**src/rtl/ex_muldiv_sequencer.sv**
```systemverilog
// Iterative radix-2 multiply/divide unit for the EX stage: MULT/MULTU/DIV/DIVU into HI/LO,
// one shift-add or restoring-divide step per cycle, holding the pipeline via stall.
module ex_muldiv_sequencer #(
   parameter int WIDTH = 32
) (
   input  logic             clk,
   input  logic             reset,
   input  logic             start,
   input  logic [1:0]       op,
   input  logic [WIDTH-1:0] rs_val,
   input  logic [WIDTH-1:0] rt_val,
   input  logic             flush,
   output logic             stall,
   output logic             busy,
   output logic             done,
   output logic             div_by_zero,
   output logic [WIDTH-1:0] hi,
   output logic [WIDTH-1:0] lo
);

   localparam int CNT_W = $clog2(WIDTH);

   typedef enum logic [1:0] {IDLE, RUN, FIX, DONE} state_t;

   state_t             state, state_nxt;
   logic [2*WIDTH-1:0] acc;          // mult: {partial product, multiplier}; div: {remainder, quotient}
   logic [WIDTH-1:0]   mag_a, mag_b;
   logic               sign_a, sign_b, is_div, dbz;
   logic [CNT_W-1:0]   count;

   function automatic logic [WIDTH-1:0] magnitude(input logic [WIDTH-1:0] v, input logic use_sign);
      logic signed [WIDTH-1:0] sv;
      sv = v;
      return (use_sign && sv < 0) ? WIDTH'(-sv) : v;
   endfunction

   function automatic logic [WIDTH-1:0] neg_if(input logic [WIDTH-1:0] v, input logic neg);
      logic signed [WIDTH-1:0] sv;
      sv = v;
      return neg ? WIDTH'(-sv) : v;
   endfunction

   function automatic logic [2*WIDTH-1:0] neg_wide_if(input logic [2*WIDTH-1:0] v, input logic neg);
      logic signed [2*WIDTH-1:0] sv;
      sv = v;
      return neg ? (2*WIDTH)'(-sv) : v;
   endfunction

   logic [WIDTH:0]     mult_sum;
   logic [WIDTH:0]     div_shift;
   logic               div_ge;
   logic [WIDTH:0]     div_diff;
   logic [2*WIDTH-1:0] step_nxt;
   logic [2*WIDTH-1:0] result;
   logic [WIDTH-1:0]   quo_fix, rem_fix;

   always_comb begin
      mult_sum  = {1'b0, acc[2*WIDTH-1:WIDTH]} + (acc[0] ? {1'b0, mag_a} : '0);
      div_shift = {acc[2*WIDTH-1:WIDTH], acc[WIDTH-1]};
      div_ge    = div_shift >= {1'b0, mag_b};
      div_diff  = div_shift - {1'b0, mag_b};
      if (is_div)
         step_nxt = {(div_ge ? div_diff[WIDTH-1:0] : div_shift[WIDTH-1:0]), acc[WIDTH-2:0], div_ge};
      else
         step_nxt = {mult_sum, acc[WIDTH-1:1]};
   end

   // Sign fix-up; a zero divisor keeps the all-ones quotient and returns the dividend as remainder
   always_comb begin
      quo_fix = dbz ? '1 : neg_if(acc[WIDTH-1:0], sign_a ^ sign_b);
      rem_fix = neg_if(acc[2*WIDTH-1:WIDTH], sign_a);
      result  = is_div ? {rem_fix, quo_fix} : neg_wide_if(acc, sign_a ^ sign_b);
   end

   always_comb begin
      state_nxt = state;
      case (state)
         IDLE:    if (start && !flush) state_nxt = RUN;
         RUN:     if (flush) state_nxt = IDLE;
                  else if (count == '0) state_nxt = FIX;
         FIX:     state_nxt = flush ? IDLE : DONE;
         DONE:    state_nxt = IDLE;
         default: state_nxt = IDLE;
      endcase
   end

   always_ff @(posedge clk or negedge reset) begin
      if (!reset) begin
         state  <= IDLE;
         acc    <= '0;
         mag_a  <= '0;
         mag_b  <= '0;
         sign_a <= 1'b0;
         sign_b <= 1'b0;
         is_div <= 1'b0;
         dbz    <= 1'b0;
         count  <= '0;
         hi     <= '0;
         lo     <= '0;
      end else begin
         state <= state_nxt;
         if (state == IDLE && state_nxt == RUN) begin
            mag_a  <= magnitude(rs_val, !op[0]);
            mag_b  <= magnitude(rt_val, !op[0]);
            sign_a <= !op[0] && rs_val[WIDTH-1];
            sign_b <= !op[0] && rt_val[WIDTH-1];
            is_div <= op[1];
            dbz    <= op[1] && (rt_val == '0);
            count  <= CNT_W'(WIDTH-1);
            acc    <= op[1] ? {{WIDTH{1'b0}}, magnitude(rs_val, !op[0])}
                            : {{WIDTH{1'b0}}, magnitude(rt_val, !op[0])};
         end else if (state == RUN) begin
            acc   <= step_nxt;
            count <= count - 1'b1;
         end
         if (state == FIX && state_nxt == DONE) begin
            hi <= result[2*WIDTH-1:WIDTH];
            lo <= result[WIDTH-1:0];
         end
      end
   end

   assign busy        = (state == RUN) || (state == FIX);
   assign stall       = busy || (state == IDLE && start);
   assign done        = (state == DONE);
   assign div_by_zero = (state == DONE) && dbz;

endmodule
```
**config.mk**
```make
export PLATFORM = sky130hd
export DESIGN_NAME = ex_muldiv_sequencer
export DESIGN_NICKNAME = d
export VERILOG_FILES = /design/src/rtl/ex_muldiv_sequencer.sv
export SDC_FILE = /design/constraint.sdc
export NUM_CORES = 1
export LEC_CHECK = 0
export CAP_MARGIN = 25
export CORE_UTILIZATION = 30
export CTS_CLUSTER_SIZE = 16
export DETAILED_ROUTE_END_ITERATION = 10
export PLACE_DENSITY_LB_ADDON = 0.08
export SLEW_MARGIN = 20
export SYNTH_ARGS = -nofsm -noshare
export SYNTH_HDL_FRONTEND = slang
export SYNTH_SLANG_ARGS = --single-unit
```
**constraint.sdc**
```tcl
create_clock -name clk -period 8 [get_ports clk]
set_input_delay 1.6 -clock clk [delete_from_list [all_inputs] [get_ports clk]]
set_output_delay 1.6 -clock clk [all_outputs]
set_load 0.05 [all_outputs]
```
==> results of run 1 <==
placed cells by master, fill, tap and decap left out, drive strengths merged, types with 13 or more instances in the layout:
cell type        n
nor4            13
a31oi           19
xnor2          101
a21o            48
buf             20
nand2b          29
and2            41
ha              74
nor2           174
mux2i           51
xor2            78
or3             18
nor3            30
nand3           31
nand2          253
clkdlybuf4s50  135
o21ai          222
a21oi          149
dfrtp          203
and3            14
clkbuf          40
inv             64
o211ai          28
a211oi          20
mux2            23
o31ai           18
critical path, delay by kind of cell, from the launching register on:
family                   cells  cell delay (ps)
AO/OA/AOI/OAI                3              570
adder cells (fa/ha/maj)      1              550
buffers and inverters        2              980
flip-flops                   1              420
AND/OR/NAND/NOR              4             2220
sequential cells by signal, indices dropped and copies added (netlist names):
name	count
acc	64
count	5
dbz	1
hi	32
is_div	1
lo	32
mag_a	32
mag_b	32
sign_a	1
sign_b	1
state	2
power breakdown:
group | leakage [nW] | internal (mW) | total [mW] | switching [mW]
clock | 0.419 | 0.715 | 1.19 | 0.474
combinational | 4.91 | 2.07 | 5.29 | 3.22
sequential | 2.59 | 1.38 | 1.94 | 0.563
cell type report:
cell class	instances	area [µm²]	area share [%]
clock inverter	7	85.1	0.459
multi-input combinational	1568	9980	53.9
tap	680	851	4.59
sequential	203	5080	27.4
inverter	65	244	1.32
clock buffer	39	761	4.11
timing repair buffer	156	1530	8.23
path summary, 6_finish.rpt:
| check | to | slack, ps | cells after the start |
|---|---|---|---|
| worst min-delay path | mag_a[4]$_DFFE_PN0P_ | 470 | 2 |
| worst max-delay path | acc[46]$_DFFE_PN0P_ | 3080 | 10 |
| max in group asynchronous | hi[22]$_DFFE_PN0P_ | 5670 | 2 |
| worst min register to register | mag_a[4]$_DFFE_PN0P_ | 470 | 2 |
| min in group asynchronous | mag_a[13]$_DFFE_PN0P_ | 1120 | 1 |
| worst max register to register | acc[46]$_DFFE_PN0P_ | 3080 | 10 |
kinds of logic after synthesis:
logic type,Yosys count
xor+xnor,179
flops,203
compound gates,590
fa+ha+maj,76
buf+inv,172
simple gates,649
mux,74
stage by stage:
stage	utilization, %	hold slack (ps)	cell area, µm²
2_1_floorplan	-	442	15700
3_3_place_gp	34.3	455	17700
3_5_place_dp	34.3	462	17700
4_1_cts	36.0	476	18500
5_1_grt	36.0	502	18500
6_report	36.0	471	18500
metal layers:
| layer | global-route usage (%) | vias up |
|---|---|---|
| met5 | 0 | - |
| met4 | 6.21 | 0 |
| met3 | 2.53 | 53 |
| met2 | 35.4 | 311 |
| met1 | 29.6 | 6955 |
| li1 | - | 7040 |
==> flow_metrics.tcl, run 1 <==
set metrics [dict create \
    filler_cell_count 5510 \
    synth_enable_flop_cells 0 \
    synthesis.nets 2089 \
    met3_wirelength_um 2250 \
    critical_path_arrival_ps 5340 \
    detail_route.iter0.violations 1052 \
    cts_htree_levels 1 \
    gp_congestion 0.867 \
    post-route-worst-setup-slack_ps 3080 \
    worst-path-max-fanout 68 \
    critical_path.max_stage_delay_ps 850 \
    grt-ovfl-total 0 \
    initial_util_pct 30.4 \
    irDropWorstVdd_mv 0.207 \
    placement.io_buffers 137 \
    power_leakage_nw 7.93 \
    antenna_violating_nets_post_route 0 \
    grt_setup_unrepaired "no" \
    run_status "complete, no violations" \
    number_of_distinct_library_cell_variants_in_the_gate_level_netlist_after_synthesis 81 \
    dp.final_hpwl_um 43800 \
    final.min_clock_period_ps 4920 \
    fin_skew_ps 19.1 \
    netlist_instances 1943 \
    mappedNetlistArea_um2 15700 \
    place.detailed.instances 2672 \
    yosys-mux-area-fraction_pct 4.91 \
    ctsRootBufferMaster "sky130_fd_sc_hd__clkbuf_16" \
    synthMostInstantiatedCell "sky130_fd_sc_hd__nand2_1" \
    wl_met2_um 26600 \
    highest-signal-layer "met4" \
    synth_common_cells "253 x sky130_fd_sc_hd__nand2_1, 207 x sky130_fd_sc_hd__o21ai_0, 203 x sky130_fd_sc_hd__dfrtp_1" \
    main_combinational_cell_family_by_area_after_synthesis "compound AO/OA/AOI/OAI gates" \
    timing_worst_slew_pin_value_ps 1060 \
    synthXorXnorAreaFrac_pct 10.0 \
    post_cts.resized_instances 0 \
    antenna_found_initial 1 \
    cts.sink_count 203 \
    cp-startpoint "state[1]$_DFF_PN0_" \
    io-pin-count 138 \
    tritoncts "yes" \
    route.final.wire_length_um 57500 \
    slew_viol_final 0 \
    yosys.area_share.simple_pct 19.4 \
    clkSlewWorstSetupHoldPaths_ps 60 \
    synth_area_leader_cell "sky130_fd_sc_hd__dfrtp_1" \
    crit-reg2reg-launch "state[1]$_DFF_PN0_" \
    worstSetupEndpointType "register" \
    wl_per_cell_um 21.2 \
    crit_chain "inv_1, ha_2, clkinv_1, or3_1, a21oi_1, a21o_1, nand3_4, nand2_1, nor2_1, a32o_1" \
    final_layout_size_suffix_gt1_share_pct 5.59 \
    min_period_over_period_pct 61.5 \
    synth.yosys.warnings 0 \
    overall_track_demand_over_capacity_in_global_routing_pct 21.5 \
    final-hold-violation-count 0 \
    std_cell_rows 83 \
    tightest_slew_margin_relative_to_the_limit_pct 29.2 \
    design_power_total_mw 8.42 \
    initial_drt_pass_iterations 5 \
    num-nets-final 2166 \
    critPathSlowestCell "sky130_fd_sc_hd__clkinv_1" \
    cellPowerDensity_nw_per_um2 454 \
    grt_max_degree 113 \
    via_to_cell_ratio 5.28 \
    drv.max_cap_violation_count 0 \
    synth.area.top_cells "sky130_fd_sc_hd__dfrtp_1 32%, sky130_fd_sc_hd__o21ai_0 6.6%, sky130_fd_sc_hd__nand2_1 6.1%, sky130_fd_sc_hd__ha_1 5.9%, sky130_fd_sc_hd__xnor2_1 5.6%" \
    min_from "mag_a[4]$_DFFE_PN0P_" \
    drc 0 \
    worst_hold_path_type "register to register" \
    area_delta_synth_final_pct 18.2 \
    post_cts_buffers 0 \
    die_area_um2 53200 \
    timing.setup.tns_ps 0 \
    floorplan.die.height_um 231 \
    start_to_end_type_of_the_worst_setup_path "register to register" \
    synth.avg_cell_area_um2 8.07 \
    synth_top_flop_cell "sky130_fd_sc_hd__dfrtp_1" \
    final-setup-viol-count 0 \
    wl_met1_um 27100 \
    fp.dieW_um 231 \
    number_of_buffers_added_to_fix_hold_violations_after_cts 0 \
    clock_insertion_delay_worst_skew_ps 560 \
    timing.critical_path.required_ps 8420 \
    clock.fmax_mhz 203 \
    dr_total_vias 14400 \
    synthArstFlopShare_pct 100 \
    preCtsSetupSlack_ps 3030 \
    compound_gate_portion_of_the_synthesized_area_pct 23.0 \
    core-area_um2 51500 \
    ys_seq_elements 203 \
    cts_inserted_buffers 26 \
    grt_first_pass_wirelength_um 87700 \
    final-instance-count-excl-fill 2718 \
    number_of_global_route_vias_before_repair 14100 \
    max-clock-path-buffers 3 \
    share_of_the_yosys_chip_area_belonging_to_registers_pct 32.4 \
    timing.critical_path.from_type "register" \
    synth_top_area_share_pct 32.4 \
    synthAdderAreaFrac_pct 6.16 \
    antennaDiodeCount 0 \
]
(Power assumes the default switching activity.)
==> run 2, diff against run 1 <==
==> constraint.sdc (replaced) <==
create_clock -name clk -period 4.65 [get_ports clk]
set_input_delay 0.93 -clock clk [delete_from_list [all_inputs] [get_ports clk]]
set_output_delay 0.93 -clock clk [all_outputs]
set_load 0.05 [all_outputs]
==> flow_metrics.tcl, run 2 (same netlist as run 1, synthesis figures left out) <==
set metrics [dict create \
    run_status "complete, no violations" \
    reg2reg_depth 16 \
    grt-ovfl-total 0 \
    worstSetupEndpointType "register" \
    drc 0 \
    antennaDiodeCount 0 \
    design_power_total_mw 15.0 \
    grt_max_degree 203 \
    clkSlewWorstSetupHoldPaths_ps 60 \
    number_of_global_route_vias_before_repair 14400 \
    fp.dieW_um 231 \
    initial_util_pct 30.4 \
    tritoncts "yes" \
    final-setup-viol-count 0 \
    overall_track_demand_over_capacity_in_global_routing_pct 22.2 \
    power_leakage_nw 8.17 \
    regMostFlops "acc" \
    grt_first_pass_wirelength_um 90000 \
    timing.critical_path.from_type "register" \
    irDropWorstVdd_mv 0.355 \
    worst-path-max-fanout 13 \
    grt_setup_unrepaired "no" \
    clock.fmax_mhz 245 \
    critical_path.max_stage_delay_ps 610 \
    antenna_found_initial 0 \
    layout.cells.most_common_list "253 x sky130_fd_sc_hd__nand2_1, 207 x sky130_fd_sc_hd__o21ai_0, 202 x sky130_fd_sc_hd__dfrtp_1" \
    final_layout_size_suffix_gt1_share_pct 7.64 \
    met3_wirelength_um 2550 \
    wl_met1_um 27600 \
    dp.final_hpwl_um 45300 \
    crit_chain "and2_1, ha_1, inv_1, fa_1, nand2b_1, a211oi_1, buf_4, o21ai_0, o311ai_1, buf_4, a32oi_1, o21ai_1, a31oi_1, xnor2_1, o221ai_1, nor2_1" \
    final.min_clock_period_ps 4090 \
    critPathSlowestCell "sky130_fd_sc_hd__dfrtp_1" \
    dr_total_vias 14500 \
    detail_route.iter0.violations 1006 \
    final-hold-violation-count 0 \
    min_period_over_period_pct 87.9 \
    std_cell_rows 83 \
    wl_per_cell_um 21.5 \
    placement.io_buffers 137 \
    slew_viol_final 0 \
    hold_depth 2 \
    cts_htree_levels 1 \
    max-clock-path-buffers 3 \
    area_delta_synth_final_pct 20.8 \
    timing_worst_slew_pin_value_ps 898 \
    route.final.wire_length_um 59500 \
    number_of_buffers_added_to_fix_hold_violations_after_cts 0 \
    clock_insertion_delay_worst_skew_ps 570 \
    critical_path_arrival_ps 4520 \
    wl_met2_um 26600 \
    io-pin-count 138 \
    highest-signal-layer "met4" \
    largest_reg_flops 64 \
    post_cts_buffers 0 \
    drv.max_cap_violation_count 0 \
    ctsRootBufferMaster "sky130_fd_sc_hd__clkbuf_16" \
    floorplan.die.height_um 231 \
    finalHoldWorstSlack_ps 472 \
    cellPowerDensity_nw_per_um2 794 \
    layout_commonest_cell "sky130_fd_sc_hd__nand2_1" \
    die_area_um2 53200 \
    post_cts.resized_instances 0 \
    worst_hold_path_type "register to register" \
    cts_inserted_buffers 26 \
    filler_cell_count 5427 \
    tightest_slew_margin_relative_to_the_limit_pct 39.5 \
    num-nets-final 2209 \
    initial_drt_pass_iterations 5 \
    fin_skew_ps 14.8 \
    timing.critical_path.required_ps 5080 \
    timing.setup.tns_ps 0 \
    cts.sink_count 203 \
    crit_path_frequent_cell "sky130_fd_sc_hd__buf_4" \
    start_to_end_type_of_the_worst_setup_path "register to register" \
    via_to_cell_ratio 5.24 \
    gp_congestion 0.885 \
    antenna_violating_nets_post_route 0 \
    core-area_um2 51500 \
]
-- run 2: changes by cell type in the layout (fill, tap and decap cells not counted) --
cell / previous run / this run
sky130_fd_sc_hd__buf_4: 18 / 58
sky130_fd_sc_hd__bufinv_16: 2 / 4
sky130_fd_sc_hd__and3_2: 1 / 0
sky130_fd_sc_hd__clkbuf_1: 8 / 6
sky130_fd_sc_hd__and3_1: 13 / 14
sky130_fd_sc_hd__clkbuf_16: 27 / 26
sky130_fd_sc_hd__clkinv_8: 0 / 1
sky130_fd_sc_hd__clkinvlp_4: 0 / 1
sky130_fd_sc_hd__buf_12: 1 / 4
-- run 2: layout make-up --
type	instances	area (µm²)	share of cell area, %
well taps	680	851	4.49
multi-input cells	1568	9980	52.7
flip-flops and latches	203	5080	26.8
clock buffers	36	728	3.85
clock inverters	11	169	0.892
inverters	65	244	1.29
repair buffers	199	1890	9.96
-- run 2: routing by layer --
layer | track usage (%) | vias to the layer above
met2 | 35.3 | 342
met4 | 9.54 | 0
met3 | 2.51 | 89
met1 | 30.4 | 6933
met5 | 0 | -
li1 | - | 7116
-- run 2: worst paths after layout --
check                                           start                    end  slack, ps
worst max register to register     acc[0]$_DFFE_PN0P_    acc[61]$_DFFE_PN0P_        560
worst min register to register  mag_a[18]$_DFFE_PN0P_  mag_a[18]$_DFFE_PN0P_        470
worst min-delay path            mag_a[18]$_DFFE_PN0P_  mag_a[18]$_DFFE_PN0P_        470
max in group asynchronous                       reset     hi[16]$_DFFE_PN0P_       3110
min in group asynchronous                       reset    acc[16]$_DFFE_PN0P_        480
worst max-delay path               acc[0]$_DFFE_PN0P_    acc[61]$_DFFE_PN0P_        560
-- run 2: metrics by stage --
| step | utilization (%) | setup slack [ps] | instances | instance area (µm²) |
|---|---|---|---|---|
| after CTS | 36.7 | 605 | 2761 | 18900 |
| final | 36.8 | 564 | 2762 | 18900 |
| after detailed placement | 35.0 | 442 | 2714 | 18000 |
| after global routing | 36.8 | 377 | 2762 | 18900 |
| after floorplan | - | 1200 | 1943 | 15700 |
| after global placement | 35.0 | 452 | 2714 | 18000 |
-- run 2: worst max-delay path: cells and delay by family (launching register included) --
kind            cells  cell delay (ps)
xor+xnor            1              150
simple gates        3              470
fa+ha+maj           2              600
buf+inv             3              430
compound gates      7             1670
flops               1              610
-- run 2: report_power, final --
group / switching (mW) / leakage (nW) / internal (mW)
clock: 0.854 / 0.439 / 1.31
combinational: 5.95 / 5.14 / 3.80
sequential: 0.747 / 2.59 / 2.37
total: 7.55 / 8.17 / 7.48
